$ cat src/rtl/operand_sequencer_if.sv
`timescale 1ns / 1ps
`default_nettype none
// ============================================================================
//  Module   : operand_sequencer_if
//  Purpose  : Bundles the operand sequencer's button inputs and its operand
//             bus towards the adder.
//  Ports    : btn_step, btn_mode          raw board buttons
//             x, y [WIDTH]                 adder operands
//             c_in                         adder carry-in
//             op_valid, wrap               one-cycle strobes
//             mode_auto                    1 = timed auto-step mode
//  Modports : master - the sequencer (drives the operand bus)
//             slave  - the environment (drives the buttons, consumes operands)
//  Revision : 1.0 - initial release
// ============================================================================
interface operand_sequencer_if #(
    parameter int WIDTH = 4
);
    logic             btn_step;
    logic             btn_mode;
    logic [WIDTH-1:0] x;
    logic [WIDTH-1:0] y;
    logic             c_in;
    logic             op_valid;
    logic             mode_auto;
    logic             wrap;

    modport master (
        input  btn_step,
        input  btn_mode,
        output x,
        output y,
        output c_in,
        output op_valid,
        output mode_auto,
        output wrap
    );

    modport slave (
        output btn_step,
        output btn_mode,
        input  x,
        input  y,
        input  c_in,
        input  op_valid,
        input  mode_auto,
        input  wrap
    );
endinterface
`default_nettype wire

$ cat src/rtl/operand_sequencer.sv
`timescale 1ns / 1ps
`default_nettype none
// ============================================================================
//  Module   : operand_sequencer
//  Purpose  : Stimulus stage for the registered adder. Debounces two board
//             buttons and sweeps every {c_in, y, x} combination, either one
//             step per step-button press (MANUAL) or one step every AUTO_DIV
//             cycles (AUTO). The mode button toggles between the two modes.
//  Ports    : clk             system clock, rising edge
//             rst             synchronous reset, active-high
//             bus (master)    btn_step, btn_mode in; x, y, c_in, op_valid,
//                             mode_auto, wrap out
//  Params   : WIDTH           operand width (2..8), sweep counter is
//                             2*WIDTH+1 bits
//             DEBOUNCE_CYCLES stable cycles required to accept a button
//                             level (>= 2)
//             AUTO_DIV        cycles between steps in AUTO mode (>= 2)
//  Options  : OPSEQ_LFSR_EN   when defined, the sweep counter is a maximal
//                             length Fibonacci LFSR seeded with 1 instead of
//                             a binary counter
//  Revision : 1.0 - initial release
// ============================================================================
module operand_sequencer #(
    parameter int WIDTH           = 4,
    parameter int DEBOUNCE_CYCLES = 250000,
    parameter int AUTO_DIV        = 12000000
) (
    input  wire logic           clk,
    input  wire logic           rst,
    operand_sequencer_if.master bus
);

    // ------------------------------------------------------------------------
    // Constants
    // ------------------------------------------------------------------------
    localparam int C_N    = 2 * WIDTH + 1;
    localparam int C_DB_W = $clog2(DEBOUNCE_CYCLES);
    localparam int C_PS_W = $clog2(AUTO_DIV);

    localparam logic [C_DB_W-1:0] C_DB_LAST    = C_DB_W'(DEBOUNCE_CYCLES - 1);
    localparam logic [C_PS_W-1:0] C_PRESC_LAST = C_PS_W'(AUTO_DIV - 1);

`ifdef OPSEQ_LFSR_EN
    // Feedback tap mask per register length: bit (k-1) set for each x^k term
    // of the primitive polynomial (the constant term is implicit).
    function automatic logic [C_N-1:0] tap_mask();
        logic [31:0] m;
        case (C_N)
            5:       m = 32'h0000_0014;   // x^5  + x^3 + 1
            7:       m = 32'h0000_0060;   // x^7  + x^6 + 1
            9:       m = 32'h0000_0110;   // x^9  + x^5 + 1
            11:      m = 32'h0000_0500;   // x^11 + x^9 + 1
            13:      m = 32'h0000_1C80;   // x^13 + x^12 + x^11 + x^8 + 1
            15:      m = 32'h0000_6000;   // x^15 + x^14 + 1
            17:      m = 32'h0001_2000;   // x^17 + x^14 + 1
            default: m = 32'h0000_0000;
        endcase
        return m[C_N-1:0];
    endfunction

    localparam logic [C_N-1:0] C_TAPS = tap_mask();
    localparam logic [C_N-1:0] C_SEED = C_N'(1);
`else
    localparam logic [C_N-1:0] C_SEED = '0;
`endif

    typedef enum logic [0:0] {
        MANUAL = 1'b0,
        AUTO   = 1'b1
    } state_t;

    // ------------------------------------------------------------------------
    // Button front end: synchroniser, debouncer and rising-edge detector.
    // Index 0 is the step button, index 1 the mode button.
    // ------------------------------------------------------------------------
    logic [1:0] w_btn_raw;
    logic [1:0] w_btn_edge;

    assign w_btn_raw = {bus.btn_mode, bus.btn_step};

    // Counts the first two post-reset cycles; until the synchronisers hold a
    // real sample their output cannot be trusted to mean "button released".
    logic [1:0] fill_q;

    always_ff @(posedge clk) begin
        if (rst) begin
            fill_q <= 2'd0;
        end else if (fill_q != 2'd2) begin
            fill_q <= fill_q + 2'd1;
        end
    end

    for (genvar gi = 0; gi < 2; gi++) begin : g_btn
        logic              sync1_q;
        logic              sync2_q;
        logic              deb_q;
        logic              deb_prev_q;
        logic              armed_q;
        logic              edge_q;
        logic [C_DB_W-1:0] db_cnt_q;

        always_ff @(posedge clk) begin
            if (rst) begin
                sync1_q    <= 1'b0;
                sync2_q    <= 1'b0;
                deb_q      <= 1'b0;
                deb_prev_q <= 1'b0;
                armed_q    <= 1'b0;
                edge_q     <= 1'b0;
                db_cnt_q   <= '0;
            end else begin
                sync1_q <= w_btn_raw[gi];
                sync2_q <= sync1_q;

                // Accept a new level only after DEBOUNCE_CYCLES consecutive
                // cycles of disagreement; any agreement restarts the count.
                if (sync2_q == deb_q) begin
                    db_cnt_q <= '0;
                end else if (db_cnt_q == C_DB_LAST) begin
                    deb_q    <= sync2_q;
                    db_cnt_q <= '0;
                end else begin
                    db_cnt_q <= db_cnt_q + C_DB_W'(1);
                end

                // A button held through reset must be seen released before
                // its next press counts, so edges are gated until a settled
                // low level has been observed.
                if ((fill_q == 2'd2) && !sync2_q && !deb_q) begin
                    armed_q <= 1'b1;
                end

                deb_prev_q <= deb_q;
                edge_q     <= deb_q & ~deb_prev_q & armed_q;
            end
        end

        assign w_btn_edge[gi] = edge_q;
    end : g_btn

    // ------------------------------------------------------------------------
    // Sweep counter next-state
    // ------------------------------------------------------------------------
    logic [C_N-1:0] cnt_q;
    logic [C_N-1:0] cnt_d;
    logic           wrap_d;

`ifdef OPSEQ_LFSR_EN
    assign cnt_d  = {cnt_q[C_N-2:0], ^(cnt_q & C_TAPS)};
    assign wrap_d = (cnt_d == C_SEED);
`else
    assign cnt_d  = cnt_q + C_N'(1);
    assign wrap_d = (cnt_q == {C_N{1'b1}});
`endif

    // ------------------------------------------------------------------------
    // Mode FSM, prescaler and registered outputs
    // ------------------------------------------------------------------------
    state_t            state_q;
    logic [C_PS_W-1:0] presc_q;
    logic              op_valid_q;
    logic              wrap_q;
    logic              w_step_evt;
    logic              w_step_edge;
    logic              w_mode_edge;

    assign w_step_edge = w_btn_edge[0];
    assign w_mode_edge = w_btn_edge[1];

    always_comb begin
        w_step_evt = 1'b0;
        if (state_q == AUTO) begin
            w_step_evt = (presc_q == C_PRESC_LAST);
        end else begin
            w_step_evt = w_step_edge;
        end
    end

    always_ff @(posedge clk) begin
        if (rst) begin
            state_q    <= MANUAL;
            presc_q    <= '0;
            cnt_q      <= C_SEED;
            op_valid_q <= 1'b0;
            wrap_q     <= 1'b0;
        end else begin
            // A step and a mode toggle in the same cycle are both honoured.
            op_valid_q <= w_step_evt;
            wrap_q     <= w_step_evt & wrap_d;
            if (w_step_evt) begin
                cnt_q <= cnt_d;
            end

            case (state_q)
                MANUAL: begin
                    presc_q <= '0;
                    if (w_mode_edge) begin
                        state_q <= AUTO;
                    end
                end
                AUTO: begin
                    if (w_mode_edge) begin
                        state_q <= MANUAL;
                        presc_q <= '0;
                    end else if (presc_q == C_PRESC_LAST) begin
                        presc_q <= '0;
                    end else begin
                        presc_q <= presc_q + C_PS_W'(1);
                    end
                end
                default: begin
                    state_q <= MANUAL;
                    presc_q <= '0;
                end
            endcase
        end
    end

    assign bus.x         = cnt_q[WIDTH-1:0];
    assign bus.y         = cnt_q[2*WIDTH-1:WIDTH];
    assign bus.c_in      = cnt_q[2*WIDTH];
    assign bus.op_valid  = op_valid_q;
    assign bus.wrap      = wrap_q;
    assign bus.mode_auto = (state_q == AUTO);

endmodule
`default_nettype wire

$ cat src/flat_wrapper.sv
// flat-port wrapper written by rule: the top's interface ports become plain ports
module operand_sequencer_flat 
#(
    parameter int WIDTH           = 4,
    parameter int DEBOUNCE_CYCLES = 250000,
    parameter int AUTO_DIV        = 12000000
)
  (clk, rst, bus_btn_step, bus_btn_mode, bus_x, bus_y, bus_c_in, bus_op_valid, bus_mode_auto, bus_wrap);
  operand_sequencer_if #(.WIDTH(WIDTH)) bus_i ();
  input  wire logic clk;
  input  wire logic rst;
  input wire logic [$bits(bus_i.btn_step)-1:0] bus_btn_step;
  input wire logic [$bits(bus_i.btn_mode)-1:0] bus_btn_mode;
  output wire logic [$bits(bus_i.x)-1:0] bus_x;
  output wire logic [$bits(bus_i.y)-1:0] bus_y;
  output wire logic [$bits(bus_i.c_in)-1:0] bus_c_in;
  output wire logic [$bits(bus_i.op_valid)-1:0] bus_op_valid;
  output wire logic [$bits(bus_i.mode_auto)-1:0] bus_mode_auto;
  output wire logic [$bits(bus_i.wrap)-1:0] bus_wrap;
  assign bus_i.btn_step = bus_btn_step;
  assign bus_i.btn_mode = bus_btn_mode;
  assign bus_x = bus_i.x;
  assign bus_y = bus_i.y;
  assign bus_c_in = bus_i.c_in;
  assign bus_op_valid = bus_i.op_valid;
  assign bus_mode_auto = bus_i.mode_auto;
  assign bus_wrap = bus_i.wrap;
  operand_sequencer #(.WIDTH(WIDTH), .DEBOUNCE_CYCLES(DEBOUNCE_CYCLES), .AUTO_DIV(AUTO_DIV)) u_core (.clk(clk), .rst(rst), .bus(bus_i));
endmodule
$ cat config.mk
export PLATFORM = sky130hd
export DESIGN_NAME = operand_sequencer_flat
export DESIGN_NICKNAME = d
export VERILOG_FILES = /design/src/rtl/operand_sequencer_if.sv /design/src/rtl/operand_sequencer.sv /design/src/flat_wrapper.sv
export SDC_FILE = /design/constraint.sdc
export NUM_CORES = 1
export LEC_CHECK = 0
export ABC_AREA = 1
export CELL_PAD_IN_SITES_DETAIL_PLACEMENT = 0
export CELL_PAD_IN_SITES_GLOBAL_PLACEMENT = 1
export CORE_MARGIN = 4
export CORE_UTILIZATION = 30
export DETAILED_ROUTE_END_ITERATION = 8
export GPL_TIMING_DRIVEN = 0
export PLACE_DENSITY = 0.69
export SYNTH_ARGS = -nofsm -noshare
export SYNTH_HDL_FRONTEND = slang
export SYNTH_SLANG_ARGS = --single-unit
export TNS_END_PERCENT = 100
$ cat constraint.sdc
create_clock -name clk -period 1.4 [get_ports clk]
set_input_delay 0.28 -clock clk [delete_from_list [all_inputs] [get_ports clk]]
set_output_delay 0.28 -clock clk [all_outputs]
set_load 0.02 [all_outputs]
# ---- Yosys cells after proc, flatten, opt, wreduce, memory -nomap -nowiden
# Cells that the tools add are included.
dict set report word_totals {
  ff_bits 86
  latch_bits 0
  mem_bits_rw 0
  romBits 0
  elab_cells 62
  memories 0
}
dict set report op_classes {
  add_sub_neg 5
  mul 0
  n_div 0
  magnitude_cmp 0
  eq_ne 8
  shift 0
  n_mux 7
  bitwise_logic 10
  n_reduce_logical 12
}
# op count
set ops {}
lappend ops {{two-way mux 24 bit} 2}
lappend ops {{case mux 24 bit (2 select lines)} 1}
lappend ops {{adder 18 x 1 -> 18 bit (second input constant)} 2}
lappend ops {{== test 18 bit (second input constant)} 2}
lappend ops {{adder 24 x 1 -> 24 bit (second input constant)} 1}
lappend ops {{== test 24 bit (second input constant)} 1}
lappend ops {{adder 9 x 1 -> 9 bit (second input constant)} 1}
lappend ops {{== test 9 bit (second input constant)} 1}
lappend ops {{OR reduction 3 bit} 2}
lappend ops {{bitwise AND 1 bit} 5}
lappend ops {{NOT 1 bit} 5}
lappend ops {{logical AND 1 bit} 4}
lappend ops {{logical NOT 1 bit} 4}
lappend ops {{AND reduction 2 bit} 2}
lappend ops {{two-way mux 1 bit} 3}
lappend ops {{adder 2 x 1 -> 2 bit (second input constant)} 1}
lappend ops {{== test 1 bit} 2}
lappend ops {{== test 2 bit (second input constant)} 1}
lappend ops {{!= test 2 bit (second input constant)} 1}
lappend ops {{case mux 1 bit (2 select lines)} 1}

# ---- Logic depth before layout (Yosys ltp)
dict set report logic_depth {
  depth_word 4
  mapped_depth 11
}

# ---- Worst setup path before layout
# OpenSTA, ideal clock, no wires.
dict set report synth_timing {
  path_type {register -> register}
  start {register u_core.g_btn[0].db_cnt_q[0]}
  end {register u_core.g_btn[0].db_cnt_q[13]}
  arrival_time_ps 1365
  t_required_ps 1286
  slack_ps -79
  stages_incl_launch_ff 9
  path_buffers 1
  cell_sequence {dfxtp_1 ha_1 nand3_2 or2_1 nor2_1 nand2_1 nand2_2 buf_6 nor2_1}
}
dict set report synth_via {
  elab_chain_cells 2
  elab_cells_between_ends 3
  cone_classes {1 x add/sub; 1 x eq/ne; 1 x reduce/logical}
}
# item line
set synth_lines {}
lappend synth_lines {{start, declared} operand_sequencer.sv:100} ;# logic [C_DB_W-1:0] db_cnt_q;
lappend synth_lines {{start signal, assigned} operand_sequencer.sv:123} ;# db_cnt_q <= db_cnt_q + C_DB_W'(1);
lappend synth_lines {{parallel branches: the longest is 2 deep, another holds adder 18 x 1 -> 18 bit} --}
# Parallel ways; which one is timed is not known.
# A chain may end at the register's enable or synchronous reset.

# ---- Final worst setup path
dict set report layout_timing {
  start {register u_core.g_btn[1].db_cnt_q[1]}
  end {register u_core.g_btn[1].db_cnt_q[8]}
}
dict set report layout_via {
  elab_chain_cells 2
  elab_cells_between_ends 3
  cone_classes {1 x add/sub; 1 x eq/ne; 1 x reduce/logical}
}
# item line
set layout_lines {}
lappend layout_lines {{start, declared} operand_sequencer.sv:100}
lappend layout_lines {{start signal, assigned} operand_sequencer.sv:123}
lappend layout_lines {{parallel branches: the longest is 2 deep, another holds adder 18 x 1 -> 18 bit} --}
# Parallel ways; which one is timed is not known.

==> impl_metrics.toml <==
[yosys]
ys_ff_latch = 86
synth-simple-area-share_pct = 37.62
synth_area_mm2 = 0.004094
synth_top_family_by_area = "simple AND/OR/NAND/NOR gates"
synth_cell_types = 33
ys_seq_area_share_pct = 42.05
synth_fa_ha_area_share_pct = 1.834
synth_warnings = 0
synth_compound_area_share_pct = 5.532
synthTopCellsByArea = "dfxtp_1 42%, nand2_1 11%, nor2_1 11%"
synth_top_cell_area_share_pct = 42.05
synthCells = 585
syn_area_per_cell_um2 = 6.998
synth_fp_nets = 595
synthMuxAreaShare_pct = 0
synth_xor_area_share_pct = 4.921
yosysTopAreaCell = "dfxtp_1"

[detailed_routing]
ant_nets = 0
drt_pre_antenna_iters = 4
drc = 0
post_drt_wl_per_cell_um = 12.09
via_count = 3860
viasPerCell = 4.651
routed_wl_um = 10030
drt_iter0_drc = 266

[floorplan]
dieArea_mm2 = 0.01558
die_x_um = 124.8
die_h_um = 124.8
pin_count = 16
initial_core_util_pct = 30.79
std_cell_rows = 42
coreArea_mm2 = 0.01330

[outcome]
failed_checks = "negative setup slack"
outcome = "complete, but fails checks"

[timing]
holdWs_ns = 0.3537
drv_slew = 0
fmax_mhz = 671.5
min_period_ns = 1.489
hold_viol = 0
period_share_pct = 106.4
clock-skew-final_ns = 0.006721
tightest_slew_ns = 0.5458
rsz0062_at_grt = "true"
slew_headroom_pct = 63.62
finalSetupViolations = 57
layout_setup_ws_ns = -0.08924
final.setup.tns_ns = -2.212

[hold_path]
hp-class = "in2reg"

[clock_network]
cts_sinks = 86
cts-root-buf = "clkbuf_16"
cts_buffers = 9
max-clock-path-buffers = 2
cts_max_level = 3
cts.reportedPaths.clkPinSlew_ns = 0.07
cts_tree = "yes"
clk_latency_ns = 0.34

[place]
dp_hpwl_um = 6582
placed_area_mm2 = 0.004533
dp.cells = 776
place.gp.congestion = 0.7992
port_buffers = 15

[cells_and_area]
fin_nets = 659
drive_gt1_share_pct = 32.26
antenna_cells_inserted = 0
finalNonFillerCells = 830
syn_to_final_growth_pct = 37.56
fin_area_mm2 = 0.005632

[global_routing]
grt_pass1_wl_um = 17320
grt_max_degree = 17
overflow = 0
grt_util_all_layers_pct = 13.02
grt_pass1_vias = 3812
antenna_found_initial = 0
grt.met1_usage_pct = 16.11
grt_use_met3_pct = 2.959
top_usage_layer = "met2"
use_met2_pct = 22.77

[power]
p_comb_share_pct = 3.1
p_sw_mw = 1.180
p_int_mw = 3.782
p_per_area_mw_per_mm2 = 881.1
p_seq_share_pct = 50.5
switching_share_pct = 23.78
power_mw = 4.962
p_clk_share_pct = 46.4
power_leakage_nw = 1.956
ir_drop_mv = 0.7657

[setup_path]
crit_type = "reg2reg"
start_kind = "flip-flop"
crit_fanout = 5
crit_path_end_kind = "flip-flop"
cp_data_required_time_ns = 1.63
cp.arrival_ns = 1.72

[job]
cap_violations = 0
[worst max-delay path, cell delays in order (launching register included)]
cell and delay [ns]:
dfxtp_2 0.35, ha_4 0.15, nand2_4 0.06, nor2_4 0.15, inv_4 0.06, nor2_4 0.13, nand4_4 0.14, nand2_4 0.15
buf_6 0.15, nor2_1 0.04
[per-layer routing]
metal,up-vias,routed length [um],part of all wire (%)
li1,1986,-,-
met1,1814,4534,45
met2,52,5061,50
met3,8,344,3.4
met4,0,92,0.92
met5,-,0,0
[through the flow]
step	setup slack, ns	util (%)
after floorplan	-0.009899	-
after global placement	-0.4431	34.10
after detailed placement	-0.4871	34.10
after CTS	-0.09400	40.72
after global routing	-0.1591	42.36
final	-0.08924	42.36
[flip-flops by register name, indices dropped and copies added (netlist names)]
register and cells:
u_core.g_btn.deb_q 2, u_core.bus.wrap 1, u_core.g_btn.db_cnt_q 36, u_core.bus.mode_auto 1, u_core.presc_q 24, u_core.g_btn.sync2_q 2, u_core.fill_q 2, u_core.g_btn.armed_q 2
u_core.bus.op_valid 1, u_core.g_btn.edge_q 2, u_core.g_btn.deb_prev_q 2, u_core.cnt_q 9, u_core.g_btn.sync1_q 2
[logic make-up after synthesis]
kind of cell,after synthesis
flip-flops,86
adder cells (fa/ha/maj),6
AO/OA/AOI/OAI,43
buffers and inverters,82
XOR/XNOR,23
AND/OR/NAND/NOR,345
[power groups by stage]
stage | logic, mW | clock network [mW] | registers (mW)
floorplan | 0.0949 | 0 | 2.56
global placement | 0.124 | 0 | 2.57
detailed placement | 0.131 | 0 | 2.57
finish | 0.154 | 2.30 | 2.51
CTS | 0.158 | 2.38 | 2.51
global route | 0.180 | 2.47 | 2.51
[cell usage in the layout, fill, tap and decap left out, types with 3 or more instances in the layout]
cell type,instances
ha_4,3
a21oi_1,12
buf_6,9
nor3_1,16
nor2_2,26
ha_1,3
nand2_2,12
nand2_1,106
nand3_4,3
nor3_2,10
nor2_1,86
nand3_1,26
inv_2,5
nor2_4,11
a31oi_1,3
inv_1,69
nand4_1,15
dfxtp_4,3
nand2_4,6
dfxtp_1,57
a21oi_2,19
nand3_2,10
o21ai_0,6
buf_4,29
dlygate4sd2_1,8
clkbuf_16,10
xor2_1,13
xnor2_1,9
nand3b_1,3
nor3b_2,3
dfxtp_2,26
[synthesized netlist by cell type]
master,n
a21oi_1,29
a21oi_2,2
a31oi_1,3
buf_2,2
buf_4,1
buf_6,2
clkbuf_1,2
dfxtp_1,86
ha_1,6
inv_1,72
inv_2,3
nand2_1,120
nand2_2,4
nand3_1,36
nand3_2,3
nand3b_1,3
nand4_1,15
nand4_2,2
nor2_1,120
nor2_2,2
nor2_4,1
nor3_1,24
nor3_2,3
nor3_4,1
nor3b_1,3
nor4_1,2
o21ai_0,8
o21ai_1,1
or2_0,2
or2_1,1
or2_2,3
xnor2_1,9
xor2_1,14
[worst paths after layout]
kind | slack (ns) | cells past startpoint | startpoint | endpoint
worst max-delay path | -0.09 | 9 | u_core.g_btn[1].db_cnt_q[1]$_SDFF_PP0_ | u_core.g_btn[1].db_cnt_q[8]$_SDFF_PP0_
worst max register to register | -0.09 | 9 | u_core.g_btn[1].db_cnt_q[1]$_SDFF_PP0_ | u_core.g_btn[1].db_cnt_q[8]$_SDFF_PP0_
worst min register to register | 0.40 | 1 | u_core.g_btn[0].deb_prev_q$_SDFF_PP0_ | u_core.g_btn[0].edge_q$_SDFF_PP0_
worst min-delay path | 0.35 | 2 | rst | u_core.bus.mode_auto$_SDFF_PP0_
[what timing repair did]
| item | in CTS | in global routing |
|---|---|---|
| gates cloned | 4 | 1 |
| hold buffers | 0 | 0 |
| endpoints found under the setup margin | 83 | 76 |
| gates resized for setup | 104 | 77 |
| setup buffers | 30 | 7 |
| endpoints found under the hold margin | 0 | 0 |
| pin swaps | 20 | 19 |
[final cells by class]
cell class | count | area (um^2)
Inverter | 75 | 284.0
Tap cell | 176 | 220.2
Timing Repair Buffer | 55 | 521.8
Multi-Input combinational cell | 417 | 2512
Sequential cell | 86 | 1765
Buffer | 5 | 45.04
Fill cell | 1332 | 7664
Clock inverter | 7 | 57.56
Clock buffer | 9 | 225.2
Note: power is estimated with default switching activity, not from simulation.
